### src/rtl/debounce_pkg.sv
// Shared definitions for the debouncer: per-bit state encoding and the
// hold-counter width helper.
package debounce_pkg;

    localparam logic [1:0] ST_LOW    = 2'd0;
    localparam logic [1:0] ST_WAIT_H = 2'd1;
    localparam logic [1:0] ST_HIGH   = 2'd2;
    localparam logic [1:0] ST_WAIT_L = 2'd3;

    // Counter only needs to reach STABLE_TICKS-1; never narrower than one bit.
    function automatic int cnt_width(input int stable_ticks);
        int w;
        w = $clog2(stable_ticks + 32'sd1);
        return (w < 32'sd1) ? 32'sd1 : w;
    endfunction

endpackage

### src/rtl/debounce_cell.sv
// One debounced bit: two-flop synchroniser, hold-time FSM gated by tick,
// registered level plus single-cycle rise/fall pulses.
module debounce_cell
    import debounce_pkg::*;
#(
    parameter int STABLE_TICKS = 3
) (
    input  logic clk,
    input  logic rst_n,
    input  logic tick,
    input  logic in,
    output logic out,
    output logic rise,
    output logic fall
);

    localparam int            CW       = cnt_width(STABLE_TICKS);
    localparam logic [CW-1:0] CNT_LAST = CW'(STABLE_TICKS - 1);
    localparam logic [CW-1:0] CNT_ONE  = CW'(1);
    localparam logic [CW-1:0] CNT_ZERO = {CW{1'b0}};

    logic          s1_r, s2_r;
    logic [1:0]    state_r, state_s;
    logic [CW-1:0] cnt_r, cnt_s;
    logic          out_r, out_s;
    logic          rise_r, rise_s;
    logic          fall_r, fall_s;

    // Next-state logic; a bounce back to the committed level abandons the count.
    always_comb begin
        state_s = state_r;
        cnt_s   = cnt_r;
        out_s   = out_r;
        rise_s  = 1'b0;
        fall_s  = 1'b0;
        case (state_r)
            ST_LOW: begin
                out_s = 1'b0;
                if (s2_r) begin
                    state_s = ST_WAIT_H;
                    cnt_s   = CNT_ZERO;
                end else begin
                    state_s = ST_LOW;
                end
            end
            ST_WAIT_H: begin
                out_s = 1'b0;
                if (!s2_r) begin
                    state_s = ST_LOW;
                    cnt_s   = CNT_ZERO;
                end else if (tick && (cnt_r == CNT_LAST)) begin
                    state_s = ST_HIGH;
                    cnt_s   = CNT_ZERO;
                    out_s   = 1'b1;
                    rise_s  = 1'b1;
                end else if (tick) begin
                    cnt_s = cnt_r + CNT_ONE;
                end else begin
                    cnt_s = cnt_r;
                end
            end
            ST_HIGH: begin
                out_s = 1'b1;
                if (!s2_r) begin
                    state_s = ST_WAIT_L;
                    cnt_s   = CNT_ZERO;
                end else begin
                    state_s = ST_HIGH;
                end
            end
            ST_WAIT_L: begin
                out_s = 1'b1;
                if (s2_r) begin
                    state_s = ST_HIGH;
                    cnt_s   = CNT_ZERO;
                end else if (tick && (cnt_r == CNT_LAST)) begin
                    state_s = ST_LOW;
                    cnt_s   = CNT_ZERO;
                    out_s   = 1'b0;
                    fall_s  = 1'b1;
                end else if (tick) begin
                    cnt_s = cnt_r + CNT_ONE;
                end else begin
                    cnt_s = cnt_r;
                end
            end
            default: begin
                state_s = ST_LOW;
                cnt_s   = CNT_ZERO;
                out_s   = 1'b0;
            end
        endcase
    end

    // Synchroniser, FSM state and registered outputs.
    always_ff @(posedge clk or negedge rst_n) begin
        if (!rst_n) begin
            s1_r    <= 1'b0;
            s2_r    <= 1'b0;
            state_r <= ST_LOW;
            cnt_r   <= CNT_ZERO;
            out_r   <= 1'b0;
            rise_r  <= 1'b0;
            fall_r  <= 1'b0;
        end else begin
            s1_r    <= in;
            s2_r    <= s1_r;
            state_r <= state_s;
            cnt_r   <= cnt_s;
            out_r   <= out_s;
            rise_r  <= rise_s;
            fall_r  <= fall_s;
        end
    end

    assign out  = out_r;
    assign rise = rise_r;
    assign fall = fall_r;

endmodule

### src/rtl/debouncer.sv
// Multi-bit debouncer: WIDTH independent cells sharing clock, reset and the
// divider's sampling tick.
module debouncer
    import debounce_pkg::*;
#(
    parameter int WIDTH        = 4,
    parameter int STABLE_TICKS = 3
) (
    input  logic             clk,
    input  logic             rst_n,
    input  logic             tick,
    input  logic [WIDTH-1:0] in,
    output logic [WIDTH-1:0] out,
    output logic [WIDTH-1:0] rise,
    output logic [WIDTH-1:0] fall
);

    for (genvar i = 0; i < WIDTH; i++) begin : g_cell
        debounce_cell #(
            .STABLE_TICKS(STABLE_TICKS)
        ) u_cell (
            .clk  (clk),
            .rst_n(rst_n),
            .tick (tick),
            .in   (in[i]),
            .out  (out[i]),
            .rise (rise[i]),
            .fall (fall[i])
        );
    end

endmodule

### config.mk
export PLATFORM = sky130hd
export DESIGN_NAME = debouncer
export DESIGN_NICKNAME = d
export VERILOG_FILES = /design/src/rtl/debounce_pkg.sv /design/src/rtl/debounce_cell.sv /design/src/rtl/debouncer.sv
export SDC_FILE = /design/constraint.sdc
export NUM_CORES = 1
export LEC_CHECK = 0
export ABC_AREA = 1
export ABC_CLOCK_PERIOD_IN_PS = 1600
export CAP_MARGIN = 20
export CORE_UTILIZATION = 58
export CTS_CLUSTER_SIZE = 16
export DETAILED_ROUTE_END_ITERATION = 16
export GPL_TIMING_DRIVEN = 0
export HOLD_SLACK_MARGIN = 0.1
export PLACE_DENSITY_LB_ADDON = 0.25
export SYNTH_ARGS = -nofsm -noshare
export SYNTH_HDL_FRONTEND = slang
export SYNTH_HIERARCHICAL = 1
export SYNTH_SLANG_ARGS = --single-unit
### constraint.sdc
create_clock -name clk -period 1.6 [get_ports clk]
set_clock_uncertainty 0.05 [all_clocks]
set_input_delay 0.24 -clock clk [delete_from_list [all_inputs] [get_ports clk]]
set_output_delay 0.24 -clock clk [all_outputs]
set_load 0.01 [all_outputs]
# After elaboration in Yosys (flattened, before gate mapping)
# Index checks and enable logic that the tools add are counted.
# Widths: inputs -> output; s select.
# word_totals
reg_bits	36
latch_bits	0
mem_bits_rw	0
mem_bits_ro	0
inputBits	7
output_inout_bits	12
wordCells	168
mem_count	0
# classes
add_sub_neg	4
multipliers	0
div_mod_pow	0
magnitude_cmp	0
eq_ne	32
shifts	0
muxes	88
bitwise_logic	0
n_reduce_logical	16
# ops
operator	n
$mux 2	40
$pmux 2 s4	8
$mux 1	36
$eq 2x2->1 const B	12
$pmux 1 s4	4
$reduce_and 2->1	8
$ne 3x1->1 const B	4
$ne 3x3->1 const B	4
$add 2x1->2 const B	4
$eq 2x1->1 const B	4
$logic_not 2->1	4
$ne 2x1->1 const B	4
$ne 2x2->1 const B	4
$logic_and 1x1->1	4

# Logic depth before layout (Yosys ltp)
# Gate-level depths: netlist of the first run.
# depth
depth_word	5
ltp_mapped	7
depth_no_buf	7

# Hierarchy
# The synthesis of the first run kept the hierarchy.
# by_module_without_submodules
module	n_inst	cells_per_inst	area_per_inst_um2	seq_area_each_um2
debounce_cell	4	42	379.1	225.2

# Worst setup path before layout of the first run
# Ideal clock, no wire load.
# synth_timing
path_type	reg2reg
start	register g_cell[0].u_cell.cnt_r[0]
end	register g_cell[0].u_cell.cnt_r[1]
setup_time_ps	125
arrival_time_ps	908
required_ps	1425
slack_ps	517
stages_incl_launch_ff	8
path_buffers	0
period_less_slack_ps	1083
cell_sequence	dfrtp_1 > inv_1 > ha_1 > inv_1 > nand2_1 > nand2_1 > nand4_1 > nand3_1
# synth_between
elab_chain_cells	5
word_cells_on_any_way	8
cone_classes	add/sub (1); eq/ne (1); mux (5); reduce/logical (1)
# synth_lines
item	line	source
from (decl)	debounce_cell.sv:24	logic [CW-1:0] cnt_r, cnt_s;
from (signal assigned)	debounce_cell.sv:109	cnt_r <= cnt_s;
$add 2x1->2 / $eq 2x2->1 (equally long branches)	n/a	
$mux 2 / $logic_and 1x1->1 (equally long branches)	n/a	
$mux 2 *	debounce_cell.sv:76	end else if (tick && (cnt_r == CNT_LAST)) begin
$mux 2 (on tied branches)	debounce_cell.sv:73, debounce_cell.sv:48	
$pmux 2 s4 *	debounce_cell.sv:36	case (state_r)
# Every way passes the cells marked *; elsewhere a longest branch is shown, timed or not.
# A chain may end at the register's enable or synchronous reset.

# Worst setup path after layout of the first run
# layout_timing
start	register g_cell[2].u_cell.rise_r
end	output rise[2]
# layout_rtl
item	line	source
from (decl)	debounce_cell.sv:26	logic rise_r, rise_s;
from (signal assigned)	debounce_cell.sv:111	rise_r <= rise_s;
to (decl)	debouncer.sv:14	output logic [WIDTH-1:0] rise,
# No word-level cell between the ends.

==> impl_metrics.csv, run 1 <==
group,metric,value,unit
global_route,grt_overflow,0,
power,p_leak,1.05,nW
timing,hold_violations,0,
power,ir_drop,1.02,mV
power,switching_share,35.1,%
timing,tightestPinTransition,819,ps
synth,syn_area,1520,µm²
critical_path,critical_path_class,"flop to output pin",
place,pre_cts_slack,-342,ps
finish,layout-area-overhead-vs-synth,19.1,%
timing,fin_crit_sh,93.1,%
drt,vias,1181,
critical_path,critical_path.max_stage_delay,530,ps
worst_hold_path,hold_class,"input port to flop",
power,clkPwrFrac,20.6,%
finish,diodes,0,
critical_path,crit_chain,"clkdlybuf4s50_1",
drt,drt_wl_total,2740,µm
drt,first_pass_iters,4,
place,gp_routability_congestion,0.873,
timing,fin_tns_setup,0,ps
flow_run,cap_violations,0,
global_route,grt_pass1_wl,4640,µm
power,seqPwrFrac,50.2,%
clock_tree,root_buffer,"clkbuf_4",
timing,timing.final.crit_period,1490,ps
synth,synth_area_leaders,"dfrtp_1 59%, nand2_1 12%, inv_1 6.9%",
critical_path,slowest_stage,"clkdlybuf4s50_1",
timing,max_freq,671,MHz
drt,ant_nets,0,
timing,slew_viol_final,0,
drt,drc,0,
place,portBuffers,18,
critical_path,crit_fanout,1,
drt,via_per_inst,5.27,
power,p_int,0.00168,W
global_route,antenna_found_initial,0,
power,comb_power_share,29.2,%
finish,fin_nets,205,
clock_tree,cts_tree,"yes",
synth,synthDominantCellAreaShare,59.4,%
synth,yosys_warnings,6,
finish,drive_gt1_share,4.12,%
critical_path,cp_top_family,"buffers and inverters",
critical_path,worstPathRequired,1310,ps
run_status,status,"complete, no violations",
critical_path,crit_path_start_kind,"flop",
critical_path,path_buf_inv,1,
clock_tree,clk_pin_slew,100,ps
timing,slew_headroom,45.3,%
synth,postSynthCellCount,168,
clock_tree,numCtsBuffers,5,
power,p_sw,0.000908,W
synth,synth_top_area_cell,"dfrtp_1",
floorplan,die_h,53.1,µm
clock_tree,clock-sinks,36,
synth,ys_ff_latch,36,
floorplan,die-area,2820,µm²
global_route,grt_pass1_vias,1133,
place,dp_hpwl,1900,µm
global_route,grt_max_degree,37,
floorplan,die_w,53.1,µm
synth,synthesis.nets,179,
global_route,grtUsageTotal,24.3,%
timing,grt_setup_unrepaired,"no",
synth,synth_cell_types,10,
timing,setup_violations,0,
floorplan,fp-row-count,18,
floorplan,core,2480,µm²
clock_tree,h-tree-depth,2,
power,power,0.00259,W
floorplan,start_util,61.2,%
drt,wl_per_cell,12.2,µm
synth,ys_seq_area_share,59.4,%
drt,drt_iter0_markers,26,
clock_tree,clkLatencyLatePin,330,ps
critical_path,cp-end-kind,"output pin",
finish,final_util,72.9,%
critical_path,cp.arrival,1200,ps
power,powerDensity,1430,nW/µm²
clock_tree,cts_max_path_buffers,2,
timing,setup_ws,111,ps
floorplan,io_pins,19,
synth,syn-mean-instance-area,9.03,µm²
power groups by stage:
stage	Clock [W]	Sequential [W]	Combinational [W]
floorplan	0	0.00130	0.000486
global placement	0	0.00130	0.000684
detailed placement	0	0.00131	0.000744
CTS	0.000551	0.00130	0.000752
global route	0.000588	0.00133	0.000866
finish	0.000532	0.00130	0.000755
path summary, 6_finish.rpt:
kind | from | endpoint | slack, ps | depth (start not counted)
worst min-delay path | in[1] | g_cell[1].u_cell/s1_r | 280 | 1
worst min register to register | g_cell[2].u_cell/s1_r | g_cell[2].u_cell/s2_r | 310 | 0
max in group asynchronous | rst_n | g_cell[1].u_cell/s2_r | 580 | 2
worst max-delay path | g_cell[2].u_cell/rise | rise[2] | 110 | 1
min in group asynchronous | rst_n | g_cell[1].u_cell/fall | 450 | 2
worst max register to register | g_cell[3].u_cell/cnt_r[0] | g_cell[3].u_cell/cnt_r[1] | 290 | 7
synthesized netlist by cell type:
| cell | count |
|---|---|
| xnor2_1 | 4 |
| xor2_1 | 4 |
| nand2_1 | 48 |
| nor3_1 | 4 |
| ha_1 | 4 |
| inv_1 | 28 |
| dfrtp_1 | 36 |
| nor2_1 | 16 |
| nand4_1 | 8 |
| nand3_1 | 16 |
layout make-up:
| type | instances | area [µm²] |
|---|---|---|
| clock buffers | 7 | 65.1 |
| fillers | 187 | 671 |
| inverters | 28 | 105 |
| multi-input cells | 104 | 510 |
| flip-flops and latches | 36 | 901 |
| well taps | 30 | 37.5 |
| repair buffers | 19 | 188 |
metal layers:
layer	vias to the layer above	part of all wire, %	global-route usage [%]	wire length [µm]
met4	0	3.6	14.5	98
met2	40	51	40.7	1390
met3	16	5.0	9.20	138
met1	548	41	25.7	1110
li1	577	-	-	-
met5	-	0	0	0
metrics by stage:
stage	area (µm²)	hold slack, ps	std cells
after global routing	1810	258	224
final	1810	283	224
after detailed placement	1730	287	216
after CTS	1800	262	224
after global placement	1730	284	216
after floorplan	1520	-106	168
cells in the final DEF, fill, tap and decap left out:
cell and n:
nand3_1 16, buf_2 1, dlymetal6s2s_1 1, xnor2_1 4, nor3_1 4, clkdlybuf4s50_1 16, nand2_1 48, ha_1 4
nor2_1 16, nand4_1 8, dfrtp_1 36, xor2_1 4, clkbuf_8 2, inv_1 28, clkbuf_4 5, dlygate4sd3_1 1
worst reg2reg max path: stages (launching register included):
cell     delay [ps]
dfrtp_1         400
inv_1            60
ha_1            290
inv_1            80
nand2_1          60
nand2_1         130
nand4_1          90
nand3_1         100
what timing repair did:
action,in CTS,in global routing
setup buffers,0,0
endpoints found under the setup margin,0,17
hold buffers,1,0
hold endpoints to repair,36,0
gates resized for setup,0,1
cell families (layout without fill, tap and decap cells):
family,Yosys count,count (layout),share of synthesized area (%)
xor gates and xnor gates,8,8,4.62
adders and majority gates,4,4,3.30
buffers and inverters,28,54,6.93
DFF,36,36,59.4
and+or+nand+nor,92,92,25.7
Power figures use the tool's default switching activity.
==> inputs of run 2 (changes only) <==
--- a/config.mk
+++ b/config.mk
@@ -8,9 +8,11 @@
 export ABC_AREA = 1
 export ABC_CLOCK_PERIOD_IN_PS = 1600
 export CAP_MARGIN = 20
-export CORE_UTILIZATION = 58
+export CORE_MARGIN = 2
+export CORE_UTILIZATION = 60
 export CTS_CLUSTER_SIZE = 16
 export DETAILED_ROUTE_END_ITERATION = 16
+export DONT_BUFFER_PORTS = 1
 export GPL_TIMING_DRIVEN = 0
 export HOLD_SLACK_MARGIN = 0.1
 export PLACE_DENSITY_LB_ADDON = 0.25
==> impl_metrics.csv, run 2 (synthesized netlist as in run 1, its figures left out) <==
group,metric,value,unit
global_route,grtUsageTotal,21.6,%
run_status,status,"complete, no violations",
timing,setup_ws,153,ps
power,ir_drop,1.09,mV
timing,setup_violations,0,
clock_tree,cts_resized,0,
floorplan,io_pins,19,
worst_hold_path,hold_end,"g_cell[2].u_cell/cnt_r[1]",
critical_path,crit_path_start_kind,"input port",
timing,grt_setup_unrepaired,"no",
worst_hold_path,hold_depth,4,
clock_tree,h-tree-depth,2,
clock_tree,clkLatencyLatePin,330,ps
finish,fill_cells,176,
finish,final_cell_area,1730,µm²
global_route,antenna_found_initial,0,
clock_tree,clock-sinks,36,
finish,final_util,71.1,%
timing,fin_crit_sh,90.4,%
timing,fin_tns_setup,0,ps
finish,drive_gt1_share,4.92,%
global_route,grt_pass1_wl,4310,µm
drt,ant_nets,0,
place,gp_routability_congestion,0.738,
floorplan,die_h,54.3,µm
finish,fin_nets,193,
place,pre_cts_slack,346,ps
critical_path,critical_path_class,"input port to flop",
power,powerDensity,1540,nW/µm²
clock_tree,clk_pin_slew,100,ps
global_route,grt_overflow,0,
critical_path,crit_fanout,12,
floorplan,core,2430,µm²
clock_tree,numCtsBuffers,5,
clock_tree,cts_max_path_buffers,2,
global_route,grt_pass1_vias,1107,
place,portBuffers,0,
drt,drt_iter0_markers,35,
drt,drc,0,
critical_path,rrSetupSlack,330,ps
clock_tree,postCtsSetupRepairBufs,0,
critical_path,cp.arrival,1620,ps
floorplan,die-area,2950,µm²
floorplan,start_util,62.3,%
place,dp_hpwl,1800,µm
drt,via_per_inst,5.31,
timing,slew_viol_final,0,
critical_path,startpoint,"tick",
finish,mostFrequentLayoutCells,"48 x nand2_1, 36 x dfrtp_1, 28 x inv_1, 16 x nand3_1, 16 x nor2_1",
drt,wl_per_cell,12.5,µm
clock_tree,root_buffer,"clkbuf_4",
critical_path,rr_endpoint,"g_cell[3].u_cell/cnt_r[1]",
place,placement.cell_area,1550,µm²
timing,tightestPinTransition,526,ps
critical_path,cp-end-kind,"flop",
floorplan,fp-row-count,18,
timing,hold_violations,0,
worst_hold_path,hold_class,"input port to flop",
critical_path,r2r-start,"g_cell[3].u_cell/cnt_r[0]",
finish,final_common_cell,"nand2_1",
place,placed_cells,198,
global_route,grt_max_degree,37,
finish,finalNonFillerCells,213,
drt,vias,1130,
drt,first_pass_iters,4,
finish,diodes,0,
power,p_leak,1.02,nW
critical_path,worstPathRequired,1770,ps
drt,drt_wl_total,2670,µm
timing,max_freq,691,MHz
timing,timing.final.crit_period,1450,ps
critical_path,reg2reg_depth,7,
flow_run,cap_violations,0,
clock_tree,postCtsHoldBufs,7,
timing,slew_headroom,64.8,%
finish,layout-area-overhead-vs-synth,14.0,%
floorplan,die_w,54.3,µm
clock_tree,cts_tree,"yes",
worst_hold_path,hp-start,"tick",
==> run 2: cell types whose count changed in the layout (fill, tap and decap cells not counted) <==
cell             change
buf_2                -1
buf_12               +1
dlygate4sd3_1        +5
bufinv_16            +1
dlymetal6s2s_1       -1
clkdlybuf4s50_1     -16
==> run 2: how the worst max path moves through the flow <==
stage	depth (start not counted)	to	slack, ps
final	4	g_cell[3].u_cell/cnt_r[1]	150
after global placement	7	g_cell[3].u_cell/cnt_r[1]	470
after detailed placement	7	g_cell[3].u_cell/cnt_r[1]	350
after floorplan	7	g_cell[0].u_cell/cnt_r[1]	520
after global routing	6	g_cell[3].u_cell/cnt_r[0]	80
after CTS	4	g_cell[3].u_cell/cnt_r[1]	180
==> run 2: area by class of cell <==
cell class                 count  area [µm²]  share of cell area [%]
clock buffer                   7        65.1                    3.76
inverter                      28         105                    6.08
timing repair buffer           7        80.1                    4.63
multi-input combinational    104         510                    29.5
tap                           30        37.5                    2.17
clock inverter                 1        30.0                    1.74
sequential                    36         901                    52.1
==> run 2: stage by stage <==
| step | hold slack (ps) | power, W |
|---|---|---|
| floorplan | -106 | 0.00178 |
| global placement | -105 | 0.00187 |
| detailed placement | -105 | 0.00193 |
| CTS | 104 | 0.00268 |
| global route | 137 | 0.00286 |
| finish | 119 | 0.00266 |
==> run 2: power by group <==
part	total, W	switching (W)	leakage (nW)	internal (W)
clock	0.000703	0.000288	0.0515	0.000415
combinational	0.000629	0.000383	0.496	0.000246
sequential	0.00133	0.000213	0.468	0.00111
total	0.00266	0.000884	1.02	0.00177
==> run 2: per-layer routing <==
| layer | up-vias | GRT usage [%] | wire length [µm] |
|---|---|---|---|
| li1 | 551 | - | - |
| met1 | 535 | 21.8 | 1050 |
| met2 | 34 | 39.2 | 1410 |
| met3 | 10 | 5.74 | 124 |
| met4 | 0 | 13.3 | 76 |
| met5 | - | 0 | 0 |
==> run 2: worst max-delay path, stage by stage <==
cell and delay [ps]:
dlygate4sd3_1 870, nand2_1 220, nand4_1 190, nand3_1 90
